<file path="src/rtl/link_sync_tx.sv">
// link_sync_tx: clocked sender for the dual-rail self-timed link.
// Takes one word per valid/ready handshake and drives it as a dual-rail token,
// two-phase (transition) or four-phase (return-to-zero), completing each token
// on the synchronized receiver ack. Every output comes straight from a flop.
module link_sync_tx #(
  parameter string       ENC         = "TP",
  parameter int unsigned WIDTH       = 1,
  parameter int unsigned SYNC_STAGES = 2,
  parameter int unsigned TIMEOUT     = 1024
) (
  input  logic               clk,
  input  logic               rst_n,
  input  logic [WIDTH-1:0]   in_data,
  input  logic               in_valid,
  output logic               in_ready,
  output logic [2*WIDTH-1:0] link_data,
  input  logic               link_ack,
  output logic               busy,
  output logic               err
);

  localparam int unsigned LINK_W = 2 * WIDTH;
  localparam int unsigned CNT_W  = (TIMEOUT > 1) ? $clog2(TIMEOUT) : 1;
  localparam bit          IS_FP  = (ENC == "FP");
  localparam bit          TO_EN  = (TIMEOUT != 0);
  localparam logic [CNT_W-1:0] CNT_LAST = CNT_W'((TIMEOUT > 0) ? (TIMEOUT - 1) : 32'd0);

  // Reject unsupported configurations at elaboration.
  if (!(ENC == "TP" || ENC == "FP")) begin : g_bad_enc
    $error("link_sync_tx: ENC must be \"TP\" or \"FP\"");
  end
  if (SYNC_STAGES < 2) begin : g_bad_sync
    $error("link_sync_tx: SYNC_STAGES must be at least 2");
  end

  typedef enum logic [1:0] {
    IDLE     = 2'd0,
    WAIT_SET = 2'd1,
    RTZ      = 2'd2,
    WAIT_CLR = 2'd3
  } state_e;

  state_e                 state_q, state_d;
  logic [SYNC_STAGES-1:0] sync_q, sync_d;
  logic [LINK_W-1:0]      link_q, link_d;
  logic [CNT_W-1:0]       cnt_q, cnt_d;
  logic                   phase_q, phase_d;
  logic                   err_q, err_d;
  logic                   in_ready_q, in_ready_d;
  logic                   busy_q, busy_d;

  logic                   ack_s;
  logic                   xfer;
  logic                   waiting;
  logic [LINK_W-1:0]      rail_mask;

  // One rail per bit carries the event: rail1 for a 1, rail0 for a 0.
  for (genvar i = 0; i < WIDTH; i++) begin : g_rail
    assign rail_mask[2*i]   = ~in_data[i];
    assign rail_mask[2*i+1] =  in_data[i];
  end

  assign ack_s   = sync_q[SYNC_STAGES-1];
  assign xfer    = in_valid & in_ready_q;
  assign waiting = (state_q == WAIT_SET) || (state_q == WAIT_CLR);

  // Ack synchronizer shift chain; only its last stage is ever consumed.
  always_comb begin
    sync_d = {sync_q[SYNC_STAGES-2:0], link_ack};
  end

  // State register.
  always_ff @(posedge clk or negedge rst_n) begin
    if (!rst_n) begin
      state_q <= IDLE;
    end else begin
      state_q <= state_d;
    end
  end

  // Next-state logic: launch, then wait for the ack edge(s) the encoding needs.
  always_comb begin
    state_d = state_q;
    case (state_q)
      IDLE: begin
        if (xfer) state_d = WAIT_SET;
      end
      WAIT_SET: begin
        if (IS_FP) begin
          if (ack_s) state_d = RTZ;
        end else if (ack_s == phase_q) begin
          state_d = IDLE;
        end
      end
      RTZ: begin
        state_d = WAIT_CLR;
      end
      WAIT_CLR: begin
        if (!ack_s) state_d = IDLE;
      end
      default: begin
        state_d = IDLE;
      end
    endcase
  end

  // Output and datapath next values; handshake flags follow the next state.
  always_comb begin
    link_d     = link_q;
    phase_d    = phase_q;
    err_d      = err_q;
    cnt_d      = cnt_q;
    in_ready_d = (state_d == IDLE);
    busy_d     = (state_d != IDLE);

    if (xfer) begin
      if (IS_FP) begin
        link_d = rail_mask;
      end else begin
        link_d  = link_q ^ rail_mask;
        phase_d = ~phase_q;
      end
    end

    // Return-to-zero spacer launched as the set-phase ack is seen.
    if ((state_q == WAIT_SET) && (state_d == RTZ)) begin
      link_d = '0;
    end

    // Wait counter restarts on every state change and saturates at its limit.
    if (state_d != state_q) begin
      cnt_d = '0;
    end else if (waiting && (cnt_q != CNT_LAST)) begin
      cnt_d = cnt_q + CNT_W'(1);
    end

    if (TO_EN && waiting && (cnt_q == CNT_LAST)) begin
      err_d = 1'b1;
    end

    // An ack that disagrees with the idle link is a protocol violation.
    if (state_q == IDLE) begin
      if (IS_FP ? ack_s : (ack_s != phase_q)) err_d = 1'b1;
    end
  end

  // Datapath and output flops; link returns to zero as soon as reset asserts.
  always_ff @(posedge clk or negedge rst_n) begin
    if (!rst_n) begin
      sync_q     <= '0;
      link_q     <= '0;
      cnt_q      <= '0;
      phase_q    <= 1'b0;
      err_q      <= 1'b0;
      in_ready_q <= 1'b0;
      busy_q     <= 1'b0;
    end else begin
      sync_q     <= sync_d;
      link_q     <= link_d;
      cnt_q      <= cnt_d;
      phase_q    <= phase_d;
      err_q      <= err_d;
      in_ready_q <= in_ready_d;
      busy_q     <= busy_d;
    end
  end

  assign link_data = link_q;
  assign in_ready  = in_ready_q;
  assign busy      = busy_q;
  assign err       = err_q;

endmodule

</file>
<file path="config.mk">
export PLATFORM = sky130hd
export DESIGN_NAME = link_sync_tx
export DESIGN_NICKNAME = d
export VERILOG_FILES = /design/src/rtl/link_sync_tx.sv
export SDC_FILE = /design/constraint.sdc
export NUM_CORES = 1
export LEC_CHECK = 0
export CAP_MARGIN = 20
export CORE_MARGIN = 3
export CORE_UTILIZATION = 55
export DETAILED_ROUTE_END_ITERATION = 12
export PLACE_DENSITY = 0.77
export SLEW_MARGIN = 20
export SYNTH_ARGS = -nofsm -noshare
export SYNTH_HDL_FRONTEND = slang
export SYNTH_SLANG_ARGS = --single-unit
</file>
<file path="constraint.sdc">
create_clock -name clk -period 3.95 [get_ports clk]
set_input_delay 0.79 -clock clk [delete_from_list [all_inputs] [get_ports clk]]
set_output_delay 0.79 -clock clk [all_outputs]
set_load 0.1 [all_outputs]
</file>
==> metrics.md <==
| Metric | Value |
|---|---|
| RD Place Congestion | `0.735` |
| TritonCTS Buffers | `3` |
| Die height | `48.1 um` |
| R2R setup slack | `2350 ps` |
| Post-synthesis cell count | `89` |
| Iter 0 DRT Violations | `28` |
| Tcrit/Tclk final | `66.5%` |
| Drt wl/cell | `13.9 um` |
| R2r worst-path depth | `5` |
| Overall Global Routing Usage | `17.5%` |
| Max Clock Freq | `0.380 GHz` |
| Final Skew | `4.31 ps` |
| Setup TNS | `0 ps` |
| Via count | `708` |
| CP Cell Sequence | `clkdlybuf4s50_1` |
| Initial antenna violation count | `0` |
| CP delay by family, top | `buffers and inverters` |
| Vias per Instance | `5.71` |
| Hold WS | `366 ps` |
| Via count of the first global-routing pass | `582` |
| DR pass1 iterations | `4` |
| Final setup vio count | `0` |
| ANT cells | `0` |
| Core Box Area | `1590 um^2` |
| Site Rows | `14` |
| CTS tree | `done` |
| Max clock buf depth | `2` |
| Layout cells sized above 1 | `12.0%` |
| RSZ-0062 raised after global routing | `false` |
| Root Driver | `clkbuf_4` |
| Max VDD drop | `0.000587 V` |
| Crit path DAT | `1840 ps` |
| Total of max-cap violations | `0` |
| Leak Pwr | `0.441 nW` |
| Syn Nets | `95` |
| Die Area | `2320 um^2` |
| Final Critical Period | `2630 ps` |
| Hpwl dp | `1.27 mm` |
| Cts-stage hold buffer count | `0` |
| Synth Area in Simple Gates | `19.7%` |
| Routed wire length | `1.73 mm` |
| Num Clock Sinks | `20` |
| Max-slew headroom | `34.5%` |
| Synth Area in Adders | `1.28%` |
| Setup crit end kind | `output pin` |
| GRT Residual Overflow | `0` |
| Hold/Removal Path Class | `reg2reg` |
| DRT antenna net count | `0` |
| Status | `finished clean` |
| Post-route DRC | `0` |
| Worst setup startpoint | `in_ready` |
| Synth area leader | `dfrtp_1` |
| Synth warn | `0` |
| Slowest-stage cell, CP | `clkdlybuf4s50_1` |
| Reg clk slew, reported paths | `110 ps` |
| Initial Utilization | `61.2%` |
| Reg-to-Reg Start | `cnt_q[0]` |
| Fin nets | `107` |
| Cell area after synthesis | `976 um^2` |
| Clk_lat worst skew | `290 ps` |
| CP Launch Type | `flop` |
| Post-placement cell count | `120` |
| Crit Path Max Fanout | `4` |
| Cts repair resizes | `0` |
| Share of the synthesized area in the top cell type | `51.3%` |
| Die Wd | `48.1 um` |
| Port Buffers | `9` |
| Htree depth | `1` |
| Area grow syn2layout | `13.7%` |
| Largest net degree at the start of global routing | `21` |
| Post-Synth XOR/XNOR Area | `4.49%` |
| IO Count | `10` |
| Synth area leaders | `dfrtp_1, nor2_1, nand2_1, xnor2_1, a211oi_2` |
| Synth unique cells | `33` |
| WP buf/inv | `1` |
| Least-Margin Pin Slew | `980 ps` |
| Worst path max stage delay | `1150 ps` |
| CP Depth | `1` |
| Post-synthesis mux area share | `2.05%` |
| Sequential-to-total area share from yosys stat | `51.3%` |
| Synth Area per Inst | `11.0 um^2` |
| Largest family of logic cells by synthesized area | `simple AND/OR/NAND/NOR gates` |
| Power Dens Cells | `694 nW/um^2` |
| Worst R2R End | `cnt_q[8]` |
| Non-filler instance count after layout | `124` |
| Worst path required time | `3160 ps` |
| CP Capture Point | `in_ready` |
| First-pass GRT wire length | `2.76 mm` |
| Final slew viol count | `0` |
| Postcts setup bufs | `0` |
| Worst setup path class | `reg2out` |
| Seq cells post-synth | `20` |
| Hold violation total from the final report | `0` |
| Fraction of the mapped netlist area in compound gates | `17.3%` |
==> Yosys cell counts (all sizes together) <==
cell type / n
nor2: 10
or3: 1
a31oi: 2
inv: 4
nor2b: 2
and2: 2
mux2i: 2
nand2b: 1
xor2: 2
a21oi: 3
nand2: 7
and4: 1
nand3: 5
o21bai: 1
dfrtp: 20
and3: 1
xnor2: 3
a211oi: 4
o31ai: 1
ha: 1
o2111a: 1
a41oi: 1
buf: 2
o22a: 3
nor3: 4
a21o: 1
a311oi: 2
nand4: 2
==> metal layers <==
| layer | vias up | GRT usage, % | routed length (um) |
|---|---|---|---|
| met5 | - | 0 | 0 |
| met4 | 0 | 6.45 | 15 |
| met3 | 2 | 3.32 | 79 |
| met2 | 19 | 25.6 | 803 |
| met1 | 343 | 25.9 | 826 |
| li1 | 344 | - | - |
==> flip-flops by register name, indices dropped and copies added (netlist names) <==
register,flops
in_ready,1
phase_q,1
busy,1
cnt_q,10
link_data,2
sync_q,2
state_q,2
err,1
==> through the flow <==
stage / utilization, % / total power, mW / setup slack, ps / cell area [um^2]
2_1_floorplan: - / 0.593 / 2230 / 976
3_3_place_gp: 67.3 / 0.648 / 1660 / 1070
3_5_place_dp: 67.3 / 0.656 / 1650 / 1070
4_1_cts: 69.6 / 0.774 / 1310 / 1110
5_1_grt: 69.6 / 0.810 / 1260 / 1110
6_report: 69.6 / 0.770 / 1320 / 1110
==> power breakdown <==
group / switching (mW) / internal, mW
clock: 0.0617 / 0.0561
combinational: 0.250 / 0.104
sequential: 0.0515 / 0.246
total: 0.364 / 0.406
==> cell families (layout without fill, tap and decap cells) <==
family                   count (synthesis)  count (layout)
AO/OA/AOI/OAI                           19              19
XOR/XNOR                                 5               5
adder cells (fa/ha/maj)                  1               1
buffers and inverters                    6              17
flip-flops                              20              20
multiplexers                             2               2
AND/OR/NAND/NOR                         36              36
==> cells in the final DEF, fill, tap and decap left out <==
master           count
dfrtp_1             20
nor2_1              10
clkdlybuf4s50_1      9
nand2_1              7
inv_1                4
nand3_1              4
a21oi_1              3
xnor2_1              3
nor3_1               3
clkbuf_4             3
and2_1               2
nor2b_1              2
a31oi_1              2
o22a_1               2
xor2_1               2
mux2i_1              2
a311oi_1             2
a211oi_2             2
a211oi_1             2
nand3_2              1
nand4_2              1
o31ai_4              1
o21bai_1             1
a21o_1               1
o22a_2               1
nand2b_1             1
nand4_1              1
nor3_2               1
and4_4               1
and3_1               1
or3_1                1
a41oi_1              1
o2111a_1             1
ha_1                 1
clkbuf_8             1
==> cell type report <==
class | count | area [um^2]
clock buffer | 4 | 36.3
fill | 130 | 484
inverter | 4 | 15.0
multi-input combinational | 63 | 438
sequential | 20 | 500
tap | 24 | 30.0
timing repair buffer | 9 | 90.1
==> how the worst min path moves through the flow <==
stage               cells past startpoint   endpoint  startpoint
floorplan                               0  sync_q[1]   sync_q[0]
global placement                        0  sync_q[1]   sync_q[0]
detailed placement                      0  sync_q[1]   sync_q[0]
CTS                                     0  sync_q[1]   sync_q[0]
global route                            0  sync_q[1]   sync_q[0]
finish                                  0  sync_q[1]   sync_q[0]
Note: power is estimated with default switching activity, not from simulation.
